==> src/rtl/z_pc_unit_if.sv <==
// Instruction-memory fetch port: request/address from the PC unit, grant from memory.
interface z_pc_unit_if #(
   parameter int WIDTH = 32
);
   logic             imem_req;
   logic [WIDTH-1:0] imem_addr;
   logic             imem_gnt;

   modport master (output imem_req, output imem_addr, input imem_gnt);
   modport slave  (input imem_req, input imem_addr, output imem_gnt);
endinterface

==> src/rtl/z_pc_unit.sv <==
// Fetch-address generator: holds the fetch PC, issues valid/ready fetches, applies prioritised redirects.
// Optional PC_ALIGN_CHK_EN turns misaligned jr/jump/branch targets into an exception with a misalign pulse.
module z_pc_unit #(
   parameter int               WIDTH        = 32,
   parameter logic [WIDTH-1:0] RESET_VECTOR = 32'h0000_0000,
   parameter logic [WIDTH-1:0] EXC_VECTOR   = 32'h8000_0180
) (
   input  logic             clk,
   input  logic             rst_n,
   input  logic             i_stall,
   input  logic             i_redir_valid,
   input  logic             i_jump,
   input  logic             i_branch,
   input  logic             i_zero,
   input  logic             i_jr,
   input  logic             i_exc,
   input  logic [WIDTH-1:0] i_redir_pc,
   input  logic [31:0]      i_redir_inst,
   input  logic [WIDTH-1:0] i_jr_target,
   z_pc_unit_if.master      imem,
   output logic [WIDTH-1:0] o_fetch_pc,
   output logic             o_fetch_valid,
   output logic             o_fetch_kill,
   output logic [WIDTH-1:0] o_epc,
   output logic             o_misalign
);

   localparam logic [1:0] ST_RST  = 2'd0;
   localparam logic [1:0] ST_RUN  = 2'd1;
   localparam logic [1:0] ST_PEND = 2'd2;

   logic [1:0]       r_state;
   logic [WIDTH-1:0] r_pc;
   logic             r_out;
   logic [WIDTH-1:0] r_pend_tgt;
   logic [WIDTH-1:0] r_pend_epc;
   logic             r_pend_exc;
   logic             r_pend_mis;
   logic [WIDTH-1:0] r_fetch_pc;
   logic             r_fetch_valid;
   logic             r_fetch_kill;
   logic [WIDTH-1:0] r_epc;
   logic             r_misalign;

   logic [WIDTH-1:0] w_rinc;
   logic [WIDTH-1:0] w_jmp_tgt;
   logic [WIDTH-1:0] w_br_tgt;
   logic [WIDTH-1:0] w_raw_tgt;
   logic [WIDTH-1:0] w_new_tgt;
   logic             w_hit;
   logic             w_mis;
   logic             w_new_exc;
   logic             w_take_new;
   logic [WIDTH-1:0] w_sel_tgt;
   logic [WIDTH-1:0] w_sel_epc;
   logic             w_sel_exc;
   logic             w_sel_mis;
   logic             w_req;
   logic             w_fire;
   logic             w_unused_inst;

   assign w_rinc    = i_redir_pc + WIDTH'(4);
   assign w_jmp_tgt = {w_rinc[WIDTH-1:28], i_redir_inst[25:0], 2'b00};
   assign w_br_tgt  = w_rinc + {{(WIDTH-18){i_redir_inst[15]}}, i_redir_inst[15:0], 2'b00};
   assign w_hit     = i_redir_valid & (i_exc | i_jr | i_jump | (i_branch & i_zero));
   assign w_unused_inst = ^i_redir_inst[31:26];

   always_comb begin
      w_raw_tgt = w_br_tgt;
      if (i_jr)
         w_raw_tgt = i_jr_target;
      else if (i_jump)
         w_raw_tgt = w_jmp_tgt;
   end

`ifdef PC_ALIGN_CHK_EN
   assign w_mis = w_hit & ~i_exc & (w_raw_tgt[1:0] != 2'b00);
`else
   assign w_mis = 1'b0;
`endif

   assign w_new_exc  = (i_redir_valid & i_exc) | w_mis;
   assign w_new_tgt  = w_new_exc ? EXC_VECTOR : w_raw_tgt;
   // A pending exception can only be displaced by another exception.
   assign w_take_new = w_hit & (w_new_exc | ~r_pend_exc);

   always_comb begin
      w_sel_tgt = w_new_tgt;
      w_sel_epc = i_redir_pc;
      w_sel_exc = w_new_exc;
      w_sel_mis = w_mis;
      if ((r_state == ST_PEND) && !w_take_new) begin
         w_sel_tgt = r_pend_tgt;
         w_sel_epc = r_pend_epc;
         w_sel_exc = r_pend_exc;
         w_sel_mis = r_pend_mis;
      end
   end

   // An unaccepted request stays up through a stall so the address stays committed.
   assign w_req  = (r_state == ST_PEND) | ((r_state == ST_RUN) & (~i_stall | r_out));
   assign w_fire = w_req & imem.imem_gnt;

   assign imem.imem_req  = w_req;
   assign imem.imem_addr = r_pc;
   assign o_fetch_pc     = r_fetch_pc;
   assign o_fetch_valid  = r_fetch_valid;
   assign o_fetch_kill   = r_fetch_kill;
   assign o_epc          = r_epc;
   assign o_misalign     = r_misalign;

   always_ff @(posedge clk or negedge rst_n) begin
      if (!rst_n) begin
         r_state       <= ST_RST;
         r_pc          <= RESET_VECTOR;
         r_out         <= 1'b0;
         r_pend_tgt    <= '0;
         r_pend_epc    <= '0;
         r_pend_exc    <= 1'b0;
         r_pend_mis    <= 1'b0;
         r_fetch_pc    <= RESET_VECTOR;
         r_fetch_valid <= 1'b0;
         r_fetch_kill  <= 1'b0;
         r_epc         <= '0;
         r_misalign    <= 1'b0;
      end else begin
         r_fetch_valid <= 1'b0;
         r_fetch_kill  <= 1'b0;
         r_misalign    <= 1'b0;
         if (w_fire)
            r_fetch_pc <= r_pc;
         case (r_state)
            ST_RST: r_state <= ST_RUN;
            ST_RUN: begin
               r_out <= w_req & ~imem.imem_gnt;
               if (w_hit) begin
                  if (w_req & ~imem.imem_gnt) begin
                     r_state    <= ST_PEND;
                     r_pend_tgt <= w_new_tgt;
                     r_pend_epc <= i_redir_pc;
                     r_pend_exc <= w_new_exc;
                     r_pend_mis <= w_mis;
                  end else begin
                     r_pc         <= w_new_tgt;
                     r_misalign   <= w_mis;
                     r_fetch_kill <= w_fire;
                     if (w_new_exc)
                        r_epc <= i_redir_pc;
                  end
               end else if (w_fire) begin
                  r_pc          <= r_pc + WIDTH'(4);
                  r_fetch_valid <= 1'b1;
               end
            end
            ST_PEND: begin
               if (imem.imem_gnt) begin
                  r_pc         <= w_sel_tgt;
                  r_misalign   <= w_sel_mis;
                  r_fetch_kill <= 1'b1;
                  r_state      <= ST_RUN;
                  r_out        <= 1'b0;
                  if (w_sel_exc)
                     r_epc <= w_sel_epc;
               end else if (w_take_new) begin
                  r_pend_tgt <= w_new_tgt;
                  r_pend_epc <= i_redir_pc;
                  r_pend_exc <= w_new_exc;
                  r_pend_mis <= w_mis;
               end
            end
            default: r_state <= ST_RST;
         endcase
      end
   end

endmodule
==> src/flat_wrapper.sv <==
// flat-port wrapper written by rule: the top's interface ports become plain ports
module z_pc_unit_flat 
#(
   parameter int               WIDTH        = 32,
   parameter logic [WIDTH-1:0] RESET_VECTOR = 32'h0000_0000,
   parameter logic [WIDTH-1:0] EXC_VECTOR   = 32'h8000_0180
)
  (clk, rst_n, i_stall, i_redir_valid, i_jump, i_branch, i_zero, i_jr, i_exc, i_redir_pc, i_redir_inst, i_jr_target, o_fetch_pc, o_fetch_valid, o_fetch_kill, o_epc, o_misalign, imem_imem_req, imem_imem_addr, imem_imem_gnt);
  z_pc_unit_if #(.WIDTH(WIDTH)) imem_i ();
  input  logic clk;
  input  logic rst_n;
  input  logic i_stall;
  input  logic i_redir_valid;
  input  logic i_jump;
  input  logic i_branch;
  input  logic i_zero;
  input  logic i_jr;
  input  logic i_exc;
  input  logic [WIDTH-1:0] i_redir_pc;
  input  logic [31:0] i_redir_inst;
  input  logic [WIDTH-1:0] i_jr_target;
  output logic [WIDTH-1:0] o_fetch_pc;
  output logic o_fetch_valid;
  output logic o_fetch_kill;
  output logic [WIDTH-1:0] o_epc;
  output logic o_misalign;
  output wire logic [$bits(imem_i.imem_req)-1:0] imem_imem_req;
  output wire logic [$bits(imem_i.imem_addr)-1:0] imem_imem_addr;
  input wire logic [$bits(imem_i.imem_gnt)-1:0] imem_imem_gnt;
  assign imem_imem_req = imem_i.imem_req;
  assign imem_imem_addr = imem_i.imem_addr;
  assign imem_i.imem_gnt = imem_imem_gnt;
  z_pc_unit #(.WIDTH(WIDTH), .RESET_VECTOR(RESET_VECTOR), .EXC_VECTOR(EXC_VECTOR)) u_core (.clk(clk), .rst_n(rst_n), .i_stall(i_stall), .i_redir_valid(i_redir_valid), .i_jump(i_jump), .i_branch(i_branch), .i_zero(i_zero), .i_jr(i_jr), .i_exc(i_exc), .i_redir_pc(i_redir_pc), .i_redir_inst(i_redir_inst), .i_jr_target(i_jr_target), .imem(imem_i), .o_fetch_pc(o_fetch_pc), .o_fetch_valid(o_fetch_valid), .o_fetch_kill(o_fetch_kill), .o_epc(o_epc), .o_misalign(o_misalign));
endmodule
==> config.mk <==
export PLATFORM = sky130hd
export DESIGN_NAME = z_pc_unit_flat
export DESIGN_NICKNAME = d
export VERILOG_FILES = /design/src/rtl/z_pc_unit_if.sv /design/src/rtl/z_pc_unit.sv /design/src/flat_wrapper.sv
export SDC_FILE = /design/constraint.sdc
export NUM_CORES = 1
export LEC_CHECK = 0
export ABC_AREA = 1
export BUFFER_PORTS_ARGS = -buffer_cell sky130_fd_sc_hd__buf_4
export CORE_MARGIN = 3
export CORE_UTILIZATION = 24
export CTS_CLUSTER_DIAMETER = 200
export DETAILED_ROUTE_END_ITERATION = 7
export HOLD_SLACK_MARGIN = 0.12
export MAX_ROUTING_LAYER = met4
export PLACE_DENSITY = 0.52
export SLEW_MARGIN = 20
export SYNTH_ARGS = -nofsm -noshare
export SYNTH_HDL_FRONTEND = slang
export SYNTH_SLANG_ARGS = --single-unit
==> constraint.sdc <==
create_clock -name clk -period 6.1 [get_ports clk]
set_clock_uncertainty 0.2 [all_clocks]
set_input_delay 1.22 -clock clk [delete_from_list [all_inputs] [get_ports clk]]
set_output_delay 1.22 -clock clk [all_outputs]
set_load 0.005 [all_outputs]
==> results.yml, run 1 <==
status:
  status: "complete, no violations"
placed_design:
  place_ws_ns: 1.15
  gp_congestion: 0.871
  port_buffers: 198
  post-dp-hpwl_um: 32700
synth:
  synth_cells: 1671
  synth_flop_cell: "dfrtp_1"
  synth.avg_cell_area_um2: 6.90
  synth.top_cells.by_count: "nand2_1 (483), inv_1 (207), dfrtp_1 (166)"
  synth_fp_nets: 1817
  async_reset_ff_frac: 1.00
  yosys-top-cells-area: "dfrtp_1 (36%), nand2_1 (16%), inv_1 (6.7%)"
  yosysMostFrequentCell: "nand2_1"
  synth_edf_count: 0
  ys.warnings.count: 0
  synth_top_area_cell: "dfrtp_1"
  synthesis.area_um2: 11500
  synth_cell_type_count: 50
  synth_top_area_share: 0.360
  synth_seq_cells: 166
  ys_seq_area_frac: 0.360
floorplan:
  coreArea_um2: 47000
  io_pins: 206
  fp.dieH_um: 225
  die_area_um2: 50700
  start_util: 0.246
  die_x_um: 225
  num_rows: 79
sta:
  finalCriticalPeriod_ns: 4.41
  finalSetupTns_ns: 0
  tightest_slew_ns: 0.862
  max_freq_ghz: 0.227
  setup_viol: 0
  slew_headroom: 0.424
  drv_slew: 0
  worst_slack_ns: 1.69
  finalCritPeriodShare: 0.723
  hold_viol_final: 0
  rsz0062_at_grt: "false"
finish:
  fin_nets: 1987
  seq_area_um2: 4150
  fillers: 5183
  syn_to_final_growth_pct: 22.3
  drive_gt1_frac: 0.156
  multi_input_area_um2: 6240
clock_tree:
  cts_hold_buf: 0
  max-clock-path-buffers: 2
  clock_latency_ns: 0.48
  cts_resized: 0
  cts.sinks: 166
  post_cts_buffers: 0
  htreeDepth: 4
  clk_pin_slew_ns: 0.07
  cts_tree: "done"
  clock-root-buffer: "clkbuf_16"
  cts_made_buffers: 17
power:
  leakagePower_uw: 0.00724
  vdd_drop_max_v: 0.000215
  power_density_nw_per_um2: 432
global_routing:
  grt_start_max_net_pins: 78
  antenna_found_initial: 2
  gr-total-overflow: 0
  grt_pass1_wl_um: 64100
  grt_pass1_vias: 11000
  grt_usage: 0.170
hold_path:
  hold_path_class: "reg2reg"
routing:
  drt-initial-drc-count: 774
  wl_per_cell_um: 16.9
  via_per_inst: 4.63
  vias: 11400
  detail_route.first_pass.iterations: 5
  antenna_left: 0
  drt-total-wl_um: 41600
  drc_errors: 0
setup_path:
  crit_fanout: 5
  crit_path_end_kind: "flop"
  worstPathArrival_ns: 4.57
  required_ns: 6.26
  start_kind: "input port"
  crit_type: "in2reg"
flow_run:
  drv_cap: 0
routing by layer:
layer,wire length (um),global-route usage,share of wire,up-vias
li1,-,-,-,5784
met5,0,-,0,-
met3,2390,0.0383,0.057,35
met1,20000,0.231,0.48,5304
met2,18300,0.255,0.44,287
met4,835,0.0484,0.020,0
state kept, by name (all words and copies together), names as in the netlist:
name,flops
u_core.r_out,1
u_core.r_pend_epc,32
u_core.o_epc,32
u_core.r_state,2
u_core.o_fetch_kill,1
u_core.r_pend_exc,1
u_core.o_fetch_valid,1
u_core.imem.imem_addr,32
u_core.r_pend_tgt,32
u_core.o_fetch_pc,32
cells by family (layout without fill, tap and decap cells):
logic type	count (synthesis)	count (layout)	synth area share
compound gates	351	351	0.172
fa+ha+maj	40	40	0.0441
buf+inv	274	457	0.0992
simple gates	784	784	0.281
other cells	1	4	0.000325
mux	5	5	0.00488
flops	166	166	0.360
xor+xnor	50	50	0.0380
critical path: stages:
cell	delay (ns)
buf_4	0.10
ha_1	0.16
nand2_1	0.06
inv_1	0.10
nand2_1	0.11
nor2_1	0.18
nand3_1	0.17
nor4_1	0.49
xor2_1	0.19
inv_1	0.06
ha_1	0.37
nand2_1	0.13
nor2_1	0.21
and2_1	0.19
nand3_1	0.11
nand4_1	0.11
nand3_1	0.18
nand2_1	0.14
nand2_1	0.06
a21oi_1	0.16
nor2_1	0.06
cell usage in the layout, fill, tap and decap left out, drive strengths merged, types with 4 or more instances in the layout:
cell      n
o221a    19
nor3     24
a21oi   125
inv     215
a221oi    7
o21bai    5
buf     211
xor2     47
clkinv    7
nand4    15
ha       39
clkbuf   23
nand3    94
o21ai   171
o211ai    6
and3      4
nand2   490
or2       4
nor2    145
mux2      5
dfrtp   166
a22oi     5
path summary, 6_finish.rpt:
| kind | startpoint | to | slack, ns | cells after the start |
|---|---|---|---|---|
| hold reg to reg | u_core.r_pend_tgt[14] | u_core.r_pend_tgt[14] | 0.28 | 2 |
| hold / removal | u_core.r_pend_tgt[14] | u_core.r_pend_tgt[14] | 0.28 | 2 |
| setup / recovery | i_redir_pc[3] | u_core.imem.imem_addr[25] | 1.69 | 21 |
| min in group asynchronous | rst_n | u_core.o_fetch_pc[2] | 0.59 | 1 |
| setup reg to reg | u_core.r_state[0] | u_core.r_pend_epc[0] | 2.95 | 10 |
| max in group asynchronous | rst_n | u_core.imem.imem_addr[8] | 3.98 | 2 |
layout make-up:
type,count,share of cell area
repair buffers,211,0.113
clock inverters,9,0.00488
clock buffers,23,0.0339
well taps,607,0.0539
inverters,214,0.0571
multi-input cells,1231,0.443
flip-flops and latches,166,0.295
diodes,3,0.000532
power breakdown:
group / switching (uW) / leakage, uW / internal (uW)
Sequential: 403 / 0.00202 / 1660
Clock: 501 / 0.000269 / 557
Combinational: 1800 / 0.00495 / 1160
through the flow:
step | std cells | hold WS, ns | util | total power (uW) | area [um2]
floorplan | 1671 | 0.248 | - | 3930 | 11500
global placement | 2429 | 0.262 | 0.289 | 5010 | 13500
detailed placement | 2429 | 0.267 | 0.289 | 5060 | 13500
CTS | 2461 | 0.286 | 0.300 | 6150 | 14100
global route | 2463 | 0.301 | 0.300 | 6660 | 14100
finish | 2464 | 0.281 | 0.300 | 6090 | 14100
(Power assumes the default switching activity.)
==> run 2: changes to the inputs <==
clock period = 4.25 ns   (was 6.1 ns; I/O delays follow)
==> run 2 against run 1 <==
  * Flip-flop and latch count stayed put
  * Setup slack worse by 1.2 ns
  * Combinational power is 48% higher
  * Hold slack worse by 0.090 ns
  * Sequential power is 44% higher
  * Sequential share of layout area is 0.58 points lower
  * Non-clock buffer count is 32 higher
  * Clock power is 41% higher
  * Critical path type unchanged
  * Largest cell class unchanged
  * Largest power group unchanged
==> results.yml, run 2 (same netlist as run 1, synthesis figures left out) <==
floorplan:
  num_rows: 79
  die_x_um: 225
  fp.dieH_um: 225
  die_area_um2: 50700
  io_pins: 206
  start_util: 0.246
  coreArea_um2: 47000
setup_path:
  path_depth: 23
  start_kind: "input port"
  crit_fanout: 4
  crit_slowest_cell: "ha_1"
  rr_worst_depth: 13
  required_ns: 4.42
  crit_type: "in2reg"
  crit_chain: "buf_4 > ha_1 > nand2_1 > inv_1 > nand2_1 > nor2_1 > nand3_1 > nor4_1 > buf_4 > xor2_1 > inv_1 > ha_1 > nand2_1 > nor2_1 > and2_1 > nand3_1 > nand3_1 > nand2_1 > nand3_1 > nand2_1 > nand2_1 > nand2_1 > a21oi_1"
  cp_common_cell: "nand2_1"
  r2r_setup_slack_ns: 1.59
  timing.rr.end: "u_core.imem.imem_addr[22]"
  path_buf_inv: 4
  timing.rr.start: "u_core.r_state[0]"
  max_stage_delay_ns: 0.37
  crit_family: "simple AND/OR/NAND/NOR gates"
  crit_path_end_kind: "flop"
  worstPathArrival_ns: 3.94
sta:
  finalSetupTns_ns: 0
  finalCritPeriodShare: 0.886
  tightest_slew_ns: 0.672
  slew_headroom: 0.550
  drv_slew: 0
  finalCriticalPeriod_ns: 3.77
  setup_viol: 0
  max_freq_ghz: 0.265
  hold_viol_final: 0
  worst_slack_ns: 0.483
  rsz0062_at_grt: "false"
finish:
  syn_to_final_growth_pct: 24.8
  mostFrequentLayoutCell: "nand2_1"
  drive_gt1_frac: 0.171
  fillers: 5118
  final_cell_mix: "nand2_1 (481), buf_4 (238), inv_1 (207), dfrtp_1 (166), o21ai_0 (145)"
  fin_nets: 2019
clock_tree:
  max-clock-path-buffers: 2
  clk_pin_slew_ns: 0.07
  cts_made_buffers: 17
  clock_latency_ns: 0.46
  htreeDepth: 4
  cts.sinks: 166
  clock-root-buffer: "clkbuf_16"
  cts_hold_buf: 0
  cts_resized: 0
  cts_tree: "done"
  post_cts_buffers: 0
routing:
  vias: 11600
  topRoutingLayerUsed: "met4"
  wl_met3_um: 2500
  antenna_left: 0
  detail_route.first_pass.iterations: 5
  via_per_inst: 4.66
  routed-wl-met2_um: 18200
  drc_errors: 0
  met1_length_um: 20000
  drt-total-wl_um: 41500
  wl_per_cell_um: 16.6
  drt-initial-drc-count: 897
global_routing:
  grt_pass1_vias: 11200
  grt_usage: 0.168
  grt_start_max_net_pins: 66
  gr-total-overflow: 0
  antenna_found_initial: 3
  grt_pass1_wl_um: 64100
power:
  leakagePower_uw: 0.00742
  power_density_nw_per_um2: 615
  vdd_drop_max_v: 0.000295
status:
  status: "complete, no violations"
placed_design:
  port_buffers: 198
  gp_congestion: 0.882
  post-dp-hpwl_um: 33100
  place_ws_ns: 0.0219
flow_run:
  drv_cap: 0
hold_path:
  hold_path_class: "in2async"
## run 2: stage by stage
stage / power (uW) / hold WS [ns] / cell area (um2) / cells / utilization
2_1_floorplan: 5640 / 0.248 / 11500 / 1671 / -
3_3_place_gp: 7320 / 0.262 / 13800 / 2461 / 0.295
3_5_place_dp: 7400 / 0.267 / 13800 / 2461 / 0.295
4_1_cts: 8940 / 0.214 / 14400 / 2492 / 0.306
5_1_grt: 9670 / 0.236 / 14400 / 2494 / 0.306
6_report: 8840 / 0.191 / 14400 / 2494 / 0.306
## run 2: final cells by class
| class | instances | area (um2) | share of cell area |
|---|---|---|---|
| multi-input cells | 1231 | 6240 | 0.434 |
| flip-flops and latches | 166 | 4150 | 0.289 |
| repair buffers | 243 | 1880 | 0.131 |
| inverters | 214 | 806 | 0.0560 |
| well taps | 607 | 759 | 0.0528 |
| clock buffers | 19 | 443 | 0.0308 |
| clock inverters | 12 | 97.6 | 0.00679 |
| diodes | 2 | 5.00 | 0.000348 |
## run 2: where the power goes
part	total, uW	switching [uW]	internal, uW
logic	4390	2620	1770
clock network	1490	717	772
registers	2970	583	2380
## run 2: worst register-to-register path, cell delays in order (launching register included)
cell,delay (ns)
dfrtp_1,0.35
inv_1,0.07
ha_1,0.22
buf_4,0.22
a21oi_1,0.20
inv_2,0.09
o211ai_2,0.23
nand2_4,0.07
inv_2,0.36
o21ai_0,0.17
a21oi_1,0.14
nand3_1,0.12
nand2_1,0.07
inv_1,0.03
## run 2: layer usage
metal	up-vias	global-route usage
li1	5846	-
met1	5429	0.230
met2	317	0.254
met3	40	0.0332
met4	0	0.0453
met5	-	-
## run 2: worst max-delay path by stage
stage | end | slack (ns) | start
floorplan | u_core.r_pend_tgt[31] | 0.65 | i_redir_pc[2]
global placement | u_core.imem.imem_addr[26] | 0.04 | i_redir_pc[3]
detailed placement | u_core.imem.imem_addr[26] | 0.02 | i_redir_pc[3]
CTS | u_core.imem.imem_addr[26] | 0.48 | i_redir_pc[3]
global route | u_core.imem.imem_addr[25] | 0.15 | i_redir_pc[3]
finish | u_core.imem.imem_addr[26] | 0.48 | i_redir_pc[3]
